<file path="src/rtl/dtw_row_engine.sv">
`default_nettype none
// ============================================================================
// Module  : dtw_row_engine
// Brief   : Subsequence DTW against a local reference bank, one column per
//           cycle, fed from a first-word-fall-through FIFO.
// Revision: 1.0 - initial release
// ============================================================================
module dtw_row_engine #(
  parameter int SAMPLE_WIDTH = 8,
  parameter int REF_LEN      = 16,
  parameter int COST_WIDTH   = 16,
  parameter int QLEN_WIDTH   = 16,
  localparam int AW          = (REF_LEN > 1) ? $clog2(REF_LEN) : 1
) (
  input  logic                    ACLK,
  input  logic                    ARESET,
  input  logic                    start,
  input  logic [QLEN_WIDTH-1:0]   qry_len,
  input  logic                    ref_wr_en,
  input  logic [AW-1:0]           ref_wr_addr,
  input  logic [SAMPLE_WIDTH-1:0] ref_wr_data,
  output logic                    dtw_fifo_rden,
  input  logic [SAMPLE_WIDTH-1:0] dtw_fifo_dout,
  input  logic                    dtw_fifo_empty,
  output logic                    busy,
  output logic                    done,
  output logic [COST_WIDTH-1:0]   score,
  output logic [AW-1:0]           score_pos
);

  localparam logic [AW-1:0]         J_LAST   = AW'(REF_LEN - 1);
  localparam logic [COST_WIDTH-1:0] COST_MAX = {COST_WIDTH{1'b1}};
  localparam logic [QLEN_WIDTH-1:0] QLEN_ONE = QLEN_WIDTH'(1);

  typedef enum logic [1:0] {
    S_IDLE   = 2'd0,
    S_FETCH  = 2'd1,
    S_ROW    = 2'd2,
    S_FINISH = 2'd3
  } state_t;

  state_t                  state_q;
  logic [SAMPLE_WIDTH-1:0] ref_q [REF_LEN];
  logic [COST_WIDTH-1:0]   row_q [REF_LEN];
  logic [SAMPLE_WIDTH-1:0] q_q;
  logic [AW-1:0]           j_q;
  logic [QLEN_WIDTH-1:0]   row_idx_q;
  logic [QLEN_WIDTH-1:0]   qlen_q;
  logic [COST_WIDTH-1:0]   left_q;
  logic [COST_WIDTH-1:0]   diag_q;
  logic [COST_WIDTH-1:0]   min_q;
  logic [AW-1:0]           argmin_q;
  logic [COST_WIDTH-1:0]   score_q;
  logic [AW-1:0]           score_pos_q;
  logic                    done_q;

  logic [SAMPLE_WIDTH-1:0] ref_d;
  logic [SAMPLE_WIDTH-1:0] absdiff_d;
  logic [COST_WIDTH-1:0]   dist_d;
  logic [COST_WIDTH-1:0]   up_d;
  logic [COST_WIDTH-1:0]   min_ud_d;
  logic [COST_WIDTH-1:0]   min3_d;
  logic [COST_WIDTH-1:0]   addend_d;
  logic [COST_WIDTH:0]     sum_d;
  logic [COST_WIDTH-1:0]   cell_d;
  logic                    last_row_d;

  assign ref_d     = ref_q[j_q];
  assign absdiff_d = (q_q >= ref_d) ? (q_q - ref_d) : (ref_d - q_q);

  // Fit the sample distance into the cost width, clamping if the cost is narrower.
  generate
    if (COST_WIDTH > SAMPLE_WIDTH) begin : g_dist_pad
      assign dist_d = {{(COST_WIDTH-SAMPLE_WIDTH){1'b0}}, absdiff_d};
    end else if (COST_WIDTH == SAMPLE_WIDTH) begin : g_dist_fit
      assign dist_d = absdiff_d;
    end else begin : g_dist_clamp
      assign dist_d = (|absdiff_d[SAMPLE_WIDTH-1:COST_WIDTH]) ? COST_MAX
                                                             : absdiff_d[COST_WIDTH-1:0];
    end
  endgenerate

  assign up_d       = row_q[j_q];
  assign min_ud_d   = (up_d < diag_q) ? up_d : diag_q;
  assign min3_d     = (min_ud_d < left_q) ? min_ud_d : left_q;
  assign addend_d   = (row_idx_q == '0) ? '0 : ((j_q == '0) ? up_d : min3_d);
  assign sum_d      = {1'b0, dist_d} + {1'b0, addend_d};
  assign cell_d     = sum_d[COST_WIDTH] ? COST_MAX : sum_d[COST_WIDTH-1:0];
  assign last_row_d = (row_idx_q == (qlen_q - QLEN_ONE));

  assign dtw_fifo_rden = (state_q == S_FETCH) && !dtw_fifo_empty;
  assign busy          = (state_q != S_IDLE);
  assign done          = done_q;
  assign score         = score_q;
  assign score_pos     = score_pos_q;

  // Reference bank is deliberately outside reset so it survives a mid-run abort.
  always_ff @(posedge ACLK) begin
    if ((state_q == S_IDLE) && ref_wr_en) begin
      ref_q[ref_wr_addr] <= ref_wr_data;
    end
  end

  always_ff @(posedge ACLK) begin
    if (ARESET) begin
      state_q     <= S_IDLE;
      q_q         <= '0;
      j_q         <= '0;
      row_idx_q   <= '0;
      qlen_q      <= '0;
      left_q      <= '0;
      diag_q      <= '0;
      min_q       <= '0;
      argmin_q    <= '0;
      score_q     <= '0;
      score_pos_q <= '0;
      done_q      <= 1'b0;
      for (int i = 0; i < REF_LEN; i++) begin
        row_q[i] <= '0;
      end
    end else begin
      done_q <= 1'b0;
      case (state_q)
        S_IDLE: begin
          if (start) begin
            if (qry_len != '0) begin
              qlen_q    <= qry_len;
              row_idx_q <= '0;
              state_q   <= S_FETCH;
            end else begin
              done_q      <= 1'b1;
              score_q     <= COST_MAX;
              score_pos_q <= '0;
            end
          end
        end
        S_FETCH: begin
          if (!dtw_fifo_empty) begin
            q_q     <= dtw_fifo_dout;
            j_q     <= '0;
            left_q  <= COST_MAX;
            diag_q  <= COST_MAX;
            state_q <= S_ROW;
          end
        end
        S_ROW: begin
          row_q[j_q] <= cell_d;
          left_q     <= cell_d;
          diag_q     <= up_d;
          // Column 0 seeds the running min; later columns need strictly smaller.
          if (last_row_d && ((j_q == '0) || (cell_d < min_q))) begin
            min_q    <= cell_d;
            argmin_q <= j_q;
          end
          if (j_q == J_LAST) begin
            if (last_row_d) begin
              state_q <= S_FINISH;
            end else begin
              row_idx_q <= row_idx_q + QLEN_ONE;
              state_q   <= S_FETCH;
            end
          end else begin
            j_q <= j_q + AW'(1);
          end
        end
        S_FINISH: begin
          score_q     <= min_q;
          score_pos_q <= argmin_q;
          done_q      <= 1'b1;
          state_q     <= S_IDLE;
        end
        default: state_q <= S_IDLE;
      endcase
    end
  end

endmodule
`default_nettype wire

</file>
<file path="config.mk">
export PLATFORM = sky130hd
export DESIGN_NAME = dtw_row_engine
export DESIGN_NICKNAME = d
export VERILOG_FILES = /design/src/rtl/dtw_row_engine.sv
export SDC_FILE = /design/constraint.sdc
export NUM_CORES = 1
export LEC_CHECK = 0
export ABC_AREA = 1
export ABC_CLOCK_PERIOD_IN_PS = 12350
export BUFFER_PORTS_ARGS = -buffer_cell sky130_fd_sc_hd__buf_2
export CAP_MARGIN = 30
export CORE_MARGIN = 2
export CORE_UTILIZATION = 55
export CTS_BUF_LIST = sky130_fd_sc_hd__clkbuf_16
export CTS_CLUSTER_SIZE = 10
export DETAILED_ROUTE_END_ITERATION = 10
export PLACE_DENSITY = 0.72
export SYNTH_ARGS = -nofsm -noshare
export SYNTH_HDL_FRONTEND = slang
export SYNTH_SLANG_ARGS = --single-unit
</file>
<file path="constraint.sdc">
create_clock -name ACLK -period 12.35 [get_ports ACLK]
set_clock_uncertainty 0.1 [all_clocks]
set_input_delay 1.235 -clock ACLK [delete_from_list [all_inputs] [get_ports ACLK]]
set_output_delay 1.235 -clock ACLK [all_outputs]
set_load 0.05 [all_outputs]
</file>
==> results of run 1 <==
[synthesized netlist by cell type, drive strengths merged, types with 40 or more instances]
master / n
o21ai: 257
a21oi: 109
nand2: 265
o221ai: 96
clkbuf: 120
nor2: 597
ha: 79
nand3: 89
inv: 267
dfxtp: 123
edfxtp: 384
o211ai: 40
[how the worst max path moves through the flow]
stage          cells past startpoint   endpoint  startpoint
3_3_place_gp                      52  min_q[14]    register
4_1_cts                           48  min_q[15]    register
5_1_grt                           53  min_q[15]    register
6_report                          53  min_q[14]    register
2_1_floorplan                     61  min_q[12]    register
3_5_place_dp                      51  min_q[15]    register
[metal layers]
metal / track usage, % / up-vias / share of wire, %
met5: 0 / - / 0
met1: 40.31 / 9078 / 43
met3: 5.732 / 148 / 9.7
met4: 11.48 / 0 / 3.6
met2: 42.69 / 940 / 44
li1: - / 8964 / -
[sequential cells by signal, indices dropped and copies added (netlist names), 8 cells and up, named ones only]
name       cells
min_q         16
left_q        16
diag_q        16
ref_q        128
q_q            8
row_idx_q     16
qlen_q        16
score         16
row_q        256
[cell type report]
class                           count  area (µm²)  share of cell area, %
Sequential cell                   507       14000                  52.32
Multi-Input combinational cell   1681        8821                  32.96
Clock inverter                     47       202.7                 0.7575
Clock buffer                       59        1476                  5.517
Inverter                          270        1016                  3.797
Tap cell                          592       740.7                  2.768
Timing Repair Buffer               85       503.0                  1.880
[logic make-up (layout without fill, tap and decap cells)]
group,Yosys count,after routing,share of synthesized area (%)
AND/OR/NAND/NOR,1006,1006,16.65
buffers and inverters,421,461,6.693
multiplexers,2,2,0.08188
adder cells (fa/ha/maj),82,82,4.288
XOR/XNOR,35,35,1.254
AO/OA/AOI/OAI,556,556,13.81
flip-flops,507,507,57.23
[stage by stage]
| step | util (%) | std cells |
|---|---|---|
| 6_report | 60.78 | 3241 |
| 5_1_grt | 60.78 | 3241 |
| 4_1_cts | 60.71 | 3239 |
| 3_5_place_dp | 56.90 | 3133 |
| 3_3_place_gp | 56.86 | 3132 |
| 2_1_floorplan | - | 2609 |
[worst max-delay path, delay by kind of cell (launching register included)]
kind	cells	cell delay [ns]
AOI/OAI and AO/OA	15	2.88
adders and majority gates	5	1.35
buffers and inverters	7	1.95
DFF	1	0.49
and+or+nand+nor	26	3.49
[power by group through the flow]
stage	Combinational [mW]	Clock, mW	Sequential, mW
final	2.33	1.53	2.02
after global routing	2.58	1.60	2.04
after CTS	2.27	1.54	2.02
after detailed placement	2.26	0	2.06
after global placement	2.18	0	2.05
after floorplan	1.65	0	2.04
==> results.md, run 1 <==
* Status: completed
* Slew at the pin with the worst max-slew slack at 1.077 ns
* Number of vias per cell at 5.902
* Worst Setup Slack post-DPL at 2.167 ns
* Slew Limit Headroom at 28.23%
* Largest net degree at the start of global routing at 97
* Critical Path RT at 12.79 ns
* Fraction of layout instances using a drive strength above 1 at 7.286%
* Library cell occupying the most area in the post-synthesis netlist: edfxtp_1
* Seq pwr share at 34.4%
* Layout fillers at 3,673
* Hold buffers post-CTS at 0
* Unrepaired setup endpoints after global routing: no
* Hold path endpoint: score_pos[3]
* TritonRoute pass-1 iters at 5
* Dominant cell type by count on the critical path: nand2_1
* # H-tree levels at 2
* Antenna-violating nets left at 0
* Syn avg cell area at 9.372 µm²
* TritonCTS clock tree: built
* Setup CP Type: reg2reg
* Vias in the first global route at 18,400
* Final cycle utilization of the critical path at 84.29%
* X dimension of the die at 214.8 µm
* Share of synthesized flip-flops with an asynchronous set or reset at 0%
* Static Leak at 10.59 nW
* Worst vdd ir at 160.2 µV
* Root buffer cell: clkbuf_16
* Count of final setup violators at 0
* Antenna cell count at 0
* Crit. End Element: register
* Routability-driven placement congestion ratio at 0.9235
* Final-report max-slew violation count at 0
* Cell type of the slowest stage on the worst timing path: nor2_2
* DR iter-0 viols at 2,155
* Clk network pwr share at 26.0%
* Starting density of the core at 55.53%
* Core region area at 44,030 µm²
* Routed wire length at 65,900 µm
* Combined area of all synthesized cells at 24,450 µm²
* Worst Path Arrival at 10.85 ns
* Post-route setup slack at 1.941 ns
* Source-to-sink clock delay at the later pin of the worst-skew pair at 0.63 ns
* Power dissipated by switching net loads at 2.380 mW
* Unique cell type count in the Yosys netlist at 46
* Placed cell area at 25,050 µm²
* Power share of the combinational group at 39.6%
* Area of all placed cells without fillers at 26,760 µm²
* Power density of the placed cells at 219.7 nW/µm²
* Final Power at 5.878 mW
* Leading cell type in the layout, fill and taps excluded: nor2_1
* DRC at 0
* Hold path startpoint: score_pos[3]
* Max capacitance violation total at 0
* Num ports at 64
* Final-layout worst hold slack at 0.3710 ns
* Number of instances in the synthesized netlist at 2,609
* Via count of the routed design at 19,130
* Worst reg2reg setup slack at 1.94 ns
* Floorplan row count at 77
* Dominant cells by area after synthesis: edfxtp_1 (47%), dfxtp_1 (10%), nor2_1 (9.0%)
* Most used cells in the layout excluding fill and tap cells: nor2_1 (587), edfxtp_1 (384), inv_1 (296), o21ai_0 (257), nand2_1 (256)
* Number of buffers created by CTS at 58
* Synthesized netlist net count at 2,732
* Total of warnings raised by yosys at 0
* Post-layout minimum cycle time at 10.41 ns
* Estimated wirelength of the detail-placed design at 41,110 µm
* Total negative setup slack at 0 ns
* Global-route wire length before repair at 102,100 µm
* Internal portion of total power at 3.499 mW
* Share of synthesized area occupied by flip-flops and latches at 57.23%
* Total count of hold-check failures in the final report at 0
* Worst reg2reg endpoint: min_q[14]
* Predominant post-synthesis flop cell: edfxtp_1
* Syn-to-layout area delta at 9.441%
* Initial antenna violation count at 0
* Count of cells along the worst register-to-register path at 53
* Fmax at 0.09607 GHz
* Number of synthesized flops with an enable pin at 384
* Input/output buffers at 63
* Fraction of synthesized cell area taken by the top area cell type at 47.16%
* Number of stages on the worst hold path at 2
* Number of setup buffers added after CTS at 0
* Fraction of power spent switching nets at 40.48%
* Vertical die dimension at 214.8 µm
* Die Footprint at 46,160 µm²
* Number of storage elements in the synthesis netlist at 507
* Total Nets Final at 2,726
* Path class of the lowest-slack min-delay path: reg2reg
* Count of clock tree sinks at 507
* Total overflow reported by the global router at 0
* Number of instances resized during post-cts repair at 0
* Per-cell routed wire length at 20.33 µm
* Maximum clock insertion buffer count at 3
* Total GRT Usage at 28.33%
* Worst-path fanout max at 72
* Clock edge transition at the registers on the reported setup and hold paths at 0.06 ns
* Critical path startpoint category: register
* Largest stage delay on the critical path at 0.79 ns
Power figures use the tool's default switching activity.
==> run 2: changes to the inputs <==
--- a/config.mk
+++ b/config.mk
@@ -6,7 +6,7 @@
 export NUM_CORES = 1
 export LEC_CHECK = 0
 export ABC_AREA = 1
-export ABC_CLOCK_PERIOD_IN_PS = 12350
+export ABC_CLOCK_PERIOD_IN_PS = 9900
 export BUFFER_PORTS_ARGS = -buffer_cell sky130_fd_sc_hd__buf_2
 export CAP_MARGIN = 30
 export CORE_MARGIN = 2
==> constraint.sdc (replaced) <==
create_clock -name ACLK -period 9.9 [get_ports ACLK]
set_clock_uncertainty 0.1 [all_clocks]
set_input_delay 0.99 -clock ACLK [delete_from_list [all_inputs] [get_ports ACLK]]
set_output_delay 0.99 -clock ACLK [all_outputs]
set_load 0.05 [all_outputs]
==> run 2 against run 1 <==
Compared with the run above: global-route usage fell by 0.21 points; fmax grew 14%; first-iteration DRC count rose by 11%; wire length down 0.54%; hold slack worse by 0.0087 ns; combinational power grew 30%; core utilization grew 0.45 points; count of clock-buffer cells in the layout down 2; critical path type unchanged; critical endpoint is now min_q[15].
==> results.md, run 2 (synthesis gave the netlist of run 1 again) <==
* Per-cell routed wire length at 20.14 µm (-0.94%)
* Maximum clock insertion buffer count at 3 (unchanged)
* Most used cells in the layout excluding fill and tap cells: nor2_1 (587), edfxtp_1 (384), inv_1 (301), o21ai_0 (257), nand2_1 (256)
* Largest net degree at the start of global routing at 130 (+34%)
* Post-layout minimum cycle time at 9.099 ns (-1.310 ns)
* Final-report max-slew violation count at 0 (unchanged)
* Global Route met2 Usage at 42.37% (-0.31 points)
* Total GRT Usage at 28.11% (-0.21 points)
* Count of final setup violators at 0 (unchanged)
* TritonRoute pass-1 iters at 7 (+2)
* Die Footprint at 46,160 µm² (unchanged)
* Num ports at 64 (unchanged)
* Power share of the combinational group at 40.8% (+1.2 points)
* Worst Path Arrival at 9.54 ns (-1.31 ns)
* Number of instances resized during post-cts repair at 0 (unchanged)
* Total count of hold-check failures in the final report at 0 (unchanged)
* Slew Limit Headroom at 34.81% (+6.6 points)
* Power density of the placed cells at 275.5 nW/µm² (+25%)
* Max capacitance violation total at 0 (unchanged)
* Area of all placed cells without fillers at 26,960 µm² (+0.74%)
* # H-tree levels at 2 (unchanged)
* Number of buffers created by CTS at 57 (-1.7%)
* Total negative setup slack at 0 ns (unchanged)
* Syn-to-layout area delta at 10.26%
* Setup CP Type: reg2reg
* Register with the highest flop count: row_q
* Met3 demand-to-capacity share in global routing at 4.784% (-0.95 points)
* Fraction of layout instances using a drive strength above 1 at 7.588% (+0.30 points)
* Static Leak at 10.70 nW (+1.0%)
* Critical Path RT at 10.34 ns (-2.45 ns)
* Dominant cell type by count on the critical path: nand2_1
* Fraction of power spent switching nets at 40.71% (+0.23 points)
* Routed wire length at 65,540 µm (-0.54%)
* TritonCTS clock tree: built
* Number of setup buffers added after CTS at 0 (unchanged)
* Final cycle utilization of the critical path at 91.91% (+7.6 points)
* Global-route met1 utilization at 41.38% (+1.1 points)
* Via count of the routed design at 19,310 (+0.95%)
* DRC at 0 (unchanged)
* Worst reg2reg endpoint: min_q[15]
* Seq pwr share at 34.0% (-0.4 points)
* DR iter-0 viols at 2,384 (+11%)
* Count of cells along the worst register-to-register path at 50 (-5.7%)
* Input/output buffers at 63 (unchanged)
* Worst vdd ir at 239.4 µV (+49%)
* Capture point of the critical path: min_q[15]
* Power dissipated by switching net loads at 3.024 mW (+27%)
* Source-to-sink clock delay at the later pin of the worst-skew pair at 0.62 ns (about the same)
* Total overflow reported by the global router at 0 (unchanged)
* Flip-flop count of the largest register after layout at 256 (unchanged)
* Vias in the first global route at 18,220 (-0.97%)
* Initial antenna violation count at 0 (unchanged)
* Biggest regs: row_q: 256 flops, ref_q: 128 flops
* Path class of the lowest-slack min-delay path: reg2reg
* Vertical die dimension at 214.8 µm (unchanged)
* Worst reg2reg setup slack at 0.80 ns (-1.14 ns)
* Clock edge transition at the registers on the reported setup and hold paths at 0.06 ns (about the same)
* Floorplan row count at 77 (unchanged)
* Leading cell type in the layout, fill and taps excluded: nor2_1
* Number of vias per cell at 5.935 (+0.54%)
* Most congested layer reported by global routing: met2
* X dimension of the die at 214.8 µm (unchanged)
* Slew at the pin with the worst max-slew slack at 0.9778 ns (-0.09869 ns)
* Starting density of the core at 55.53% (unchanged)
* Placed cell area at 25,230 µm² (+0.70%)
* Root buffer cell: clkbuf_16
* Antenna cell count at 0 (unchanged)
* Cell type of the slowest stage on the worst timing path: dfxtp_2
* Fmax at 0.1099 GHz (+14%)
* Status: completed
* Routability-driven placement congestion ratio at 0.9084 (-1.6%)
* Count of clock tree sinks at 507 (unchanged)
* Worst-path fanout max at 37 (-49%)
* Total Nets Final at 2,738 (+0.44%)
* Core region area at 44,030 µm² (unchanged)
* Internal portion of total power at 4.403 mW (+26%)
* Hold buffers post-CTS at 0 (unchanged)
* Unrepaired setup endpoints after global routing: no
* Global-route wire length before repair at 101,800 µm (-0.30%)
* Crit. End Element: register
* Critical path startpoint category: register
* Estimated wirelength of the detail-placed design at 42,020 µm (+2.2%)
* Antenna-violating nets left at 0 (unchanged)
* Largest stage delay on the critical path at 0.44 ns (-0.35 ns)
* Clk network pwr share at 25.1% (-0.9 points)
-- run 2: cell types whose count changed in the layout (fill, tap and decap cells not counted), sizes merged --
cell,before,now
buf,85,97
inv,308,312
clkinv,9,7
clkbuf,59,58
-- run 2: how the worst min path moves through the flow --
stage,slack [ns],end,startpoint,cells after the start
finish,0.36,score_pos[3],score_pos[3],2
global route,0.39,score_pos[3],score_pos[3],2
CTS,0.36,score_pos[3],score_pos[3],2
detailed placement,0.36,score_pos[3],score_pos[3],2
global placement,0.35,score_pos[1],score_pos[1],2
floorplan,0.35,score_pos[0],argmin_q[0],2
-- run 2: metrics by stage --
| step | instances | utilization, % | worst slack, ns | total power, mW | hold WS (ns) |
|---|---|---|---|---|---|
| finish | 3254 | 61.23 | 0.8009 | 7.427 | 0.3623 |
| global route | 3254 | 61.23 | 0.0009468 | 7.854 | 0.3896 |
| CTS | 3251 | 61.02 | 0.4767 | 7.348 | 0.3644 |
| detailed placement | 3145 | 57.29 | 0.5244 | 5.489 | 0.3565 |
| global placement | 3140 | 57.11 | 0.7315 | 5.365 | 0.3500 |
| floorplan | 2609 | - | 1.140 | 4.608 | 0.3451 |
-- run 2: metal layers --
metal / up-vias / part of all wire (%) / wire length (µm)
met2: 902 / 45 / 29360
met1: 9296 / 43 / 28260
met4: 0 / 3.2 / 2090
li1: 8991 / - / -
met3: 122 / 8.9 / 5828
met5: - / 0 / 0
-- run 2: final cells by class --
cell class / instances / area (µm²)
fillers: 3681 / 17070
flip-flops and latches: 507 / 14000
multi-input cells: 1681 / 8831
clock buffers: 57 / 1426
inverters: 270 / 1018
well taps: 592 / 740.7
repair buffers: 98 / 726.9
clock inverters: 49 / 215.2
-- run 2: power groups by stage --
stage,clock network [mW],logic (mW),registers (mW)
after detailed placement,0,2.92,2.57
after CTS,1.88,2.94,2.52
after global routing,1.97,3.34,2.54
after global placement,0,2.80,2.56
final,1.87,3.03,2.53
after floorplan,0,2.06,2.55
-- run 2: worst max-delay path, delay by kind of cell (launching register included) --
| family | cells | cell delay [ns] |
|---|---|---|
| flops | 1 | 0.44 |
| buf+inv | 6 | 1.19 |
| fa+ha+maj | 4 | 1.24 |
| compound gates | 16 | 3.19 |
| simple gates | 24 | 2.87 |
==> run 3: changes to the inputs <==
--- a/config.mk
+++ b/config.mk
@@ -9,7 +9,7 @@
 export ABC_CLOCK_PERIOD_IN_PS = 9900
 export BUFFER_PORTS_ARGS = -buffer_cell sky130_fd_sc_hd__buf_2
 export CAP_MARGIN = 30
-export CORE_MARGIN = 2
+export CORE_ASPECT_RATIO = 0.7
 export CORE_UTILIZATION = 55
 export CTS_BUF_LIST = sky130_fd_sc_hd__clkbuf_16
 export CTS_CLUSTER_SIZE = 10
@@ -18,3 +18,4 @@
 export SYNTH_ARGS = -nofsm -noshare
 export SYNTH_HDL_FRONTEND = slang
 export SYNTH_SLANG_ARGS = --single-unit
+export TNS_END_PERCENT = 30
==> run 3 against run 2 <==
Compared with the run above: hold slack worse by 0.0029 ns; register-to-register slack worse by 0.06 ns; sequential share of layout area hardly changed; critical endpoint is now min_q[14]; largest cell class unchanged.
==> results.md, run 3 (synthesis gave the netlist of run 1 again) <==
* Fraction of layout instances using a drive strength above 1 at 7.920% (+0.33 points)
* Worst Setup Slack post-DPL at 0.1682 ns (-0.3562 ns)
* Max capacitance violation total at 0 (unchanged)
* Fraction of power spent switching nets at 41.44% (+0.73 points)
* Power dissipated by switching net loads at 3.110 mW (+2.9%)
* Flip-flop count of the largest register after layout at 256 (unchanged)
* Estimated wirelength of the detail-placed design at 44,050 µm (+4.8%)
* Leading cell type in the layout, fill and taps excluded: nor2_1
* DR iter-0 viols at 2,404 (+0.84%)
* Critical path startpoint category: register
* Die Footprint at 45,320 µm² (-1.8%)
* Count of cells along the worst register-to-register path at 50 (unchanged)
* Source-to-sink clock delay at the later pin of the worst-skew pair at 0.63 ns (about the same)
* Total overflow reported by the global router at 0 (unchanged)
* Crit path max-delay family: compound AO/OA/AOI/OAI gates
* Antenna-violating nets left at 0 (unchanged)
* Status: completed
* Worst reg2reg endpoint: min_q[14]
* Hold buffers post-CTS at 0 (unchanged)
* Slew at the pin with the worst max-slew slack at 1.042 ns (+0.06390 ns)
* Count of final setup violators at 0 (unchanged)
* Worst Path Arrival at 9.57 ns (+0.03 ns)
* Via count of the routed design at 19,450 (+0.70%)
* Critical Path RT at 10.31 ns (-0.03 ns)
* Vias in the first global route at 18,070 (-0.83%)
* Final-report max-slew violation count at 0 (unchanged)
* Power share of the combinational group at 41.2% (+0.4 points)
* Worst-path fanout max at 96 (+160%)
* Core region area at 43,800 µm² (-0.51%)
* Largest stage delay on the critical path at 0.39 ns (-0.05 ns)
* Hold path endpoint: score_pos[1]
* Fmax at 0.1091 GHz (-0.70%)
* Floorplan row count at 64 (-17%)
* Biggest regs: row_q: 256 flops, ref_q: 128 flops
* Total negative setup slack at 0 ns (unchanged)
* Layout fillers at 3,560 (-3.3%)
* Number of buffers created by CTS at 57 (unchanged)
* Routability-driven placement congestion ratio at 0.9219 (+1.5%)
* Unrepaired setup endpoints after global routing: no
* Clk network pwr share at 25.1% (about the same)
* Post-layout minimum cycle time at 9.163 ns (+0.06433 ns)
* Static Leak at 10.69 nW (about the same)
* Root buffer cell: clkbuf_16
* Setup CP Type: reg2reg
* Antenna cell count at 0 (unchanged)
* Worst reg2reg setup slack at 0.74 ns (-0.06 ns)
* Total Nets Final at 2,742 (+0.15%)
* Total count of hold-check failures in the final report at 0 (unchanged)
* Slew Limit Headroom at 30.30% (-4.5 points)
* Power density of the placed cells at 278.2 nW/µm² (+0.98%)
* Per-cell routed wire length at 20.78 µm (+3.2%)
* TritonRoute pass-1 iters at 6 (-1)
* Count of buffering cells on the critical path with inverters included at 6 (unchanged)
* Placed cell area at 25,260 µm² (+0.12%)
* Starting density of the core at 55.82% (+0.29 points)
* Final-layout worst hold slack at 0.3594 ns (-0.002911 ns)
* Area occupied by multi-input gates at 8850 µm² (+0.21%)
* # H-tree levels at 2 (unchanged)
* Most used cells in the layout excluding fill and tap cells: nor2_1 (587), edfxtp_1 (384), inv_1 (297), o21ai_0 (257), nand2_1 (255)
* Area of all placed cells without fillers at 26,980 µm² (about the same)
* Count of clock tree sinks at 507 (unchanged)
* Post-route setup slack at 0.7366 ns (-0.06433 ns)
* Input/output buffers at 63 (unchanged)
* Routed wire length at 67,700 µm (+3.3%)
* Path class of the lowest-slack min-delay path: reg2reg
* Number of stages on the worst hold path at 2 (unchanged)
* Maximum clock insertion buffer count at 3 (unchanged)
* Initial antenna violation count at 1 (+1)
* Num ports at 64 (unchanged)
* Worst vdd ir at 297.4 µV (+24%)
* Clock edge transition at the registers on the reported setup and hold paths at 0.06 ns (about the same)
* Post-route insts no fill at 3,258 (+0.12%)
* Final cycle utilization of the critical path at 92.56% (+0.65 points)
* Global-route wire length before repair at 103,800 µm (+2.0%)
* X dimension of the die at 254.0 µm (+18%)
* DRC at 0 (unchanged)
* Vertical die dimension at 178.4 µm (-17%)
* Seq pwr share at 33.6% (-0.4 points)
* Internal portion of total power at 4.396 mW (-0.16%)
* Cell type of the slowest stage on the worst timing path: buf_12
* Number of vias per cell at 5.969 (+0.58%)
* Register with the highest flop count: row_q
* Sequential Area at 14,000 µm² (unchanged)
* Largest net degree at the start of global routing at 97 (-25%)
* TritonCTS clock tree: built
* Total GRT Usage at 30.13% (+2.0 points)
* Syn-to-layout area delta at 10.35% (about the same)
* Crit. End Element: register
* Number of placed cells counting well taps at 3,151 (+0.19%)
* Hold path startpoint: argmin_q[1]
[run 3: cell types whose count changed in the layout (fill, tap and decap cells not counted), sizes merged]
cell	delta
clkbuf	-1
clkinvlp	+1
buf	+5
inv	-3
[run 3: tightest hold or removal path, stage by stage, from the launching register on]
cell	delay (ns)
dfxtp_1	0.31
nand2_1	0.06
a21oi_1	0.05
[run 3: stage by stage]
| stage | power, mW | utilization, % |
|---|---|---|
| final | 7.506 | 61.60 |
| after floorplan | 4.608 | - |
| after global routing | 7.904 | 61.60 |
| after global placement | 5.450 | 57.58 |
| after detailed placement | 5.540 | 57.66 |
| after CTS | 7.412 | 61.43 |
[run 3: how the worst max path moves through the flow]
stage             start   endpoint  cells after the start
6_report       register  min_q[14]                     50
5_1_grt        register  min_q[14]                     50
4_1_cts        register  min_q[14]                     52
3_5_place_dp   register  min_q[14]                     52
3_3_place_gp   register  min_q[14]                     52
2_1_floorplan  register  min_q[12]                     61
[run 3: final cells by class]
cell class,instances,share of cell area (%)
clock inverters,47,0.8440
inverters,270,3.802
well taps,594,2.754
flip-flops and latches,507,51.89
multi-input cells,1681,32.80
repair buffers,102,2.629
clock buffers,57,5.286
[run 3: power by group through the flow]
| stage | combinational, mW | clock (mW) | sequential (mW) |
|---|---|---|---|
| 2_1_floorplan | 2.06 | 0 | 2.55 |
| 3_3_place_gp | 2.89 | 0 | 2.56 |
| 3_5_place_dp | 2.97 | 0 | 2.57 |
| 4_1_cts | 3.00 | 1.89 | 2.52 |
| 5_1_grt | 3.38 | 1.98 | 2.54 |
| 6_report | 3.09 | 1.89 | 2.52 |
[run 3: layer usage]
metal  vias to the layer above  GRT usage [%]  wire, µm
met5                         -              0         0
met4                         0          7.831      1444
met3                       102          5.968      8130
met2                      1083          43.18     28110
met1                      9263          46.35     30010
li1                       8999              -         -
[run 3: timing repair]
item | 4_1_cts | 5_1_grt
setup buffers | 0 | 0
resized for setup | 0 | 11
setup endpoints to repair | 0 | 20
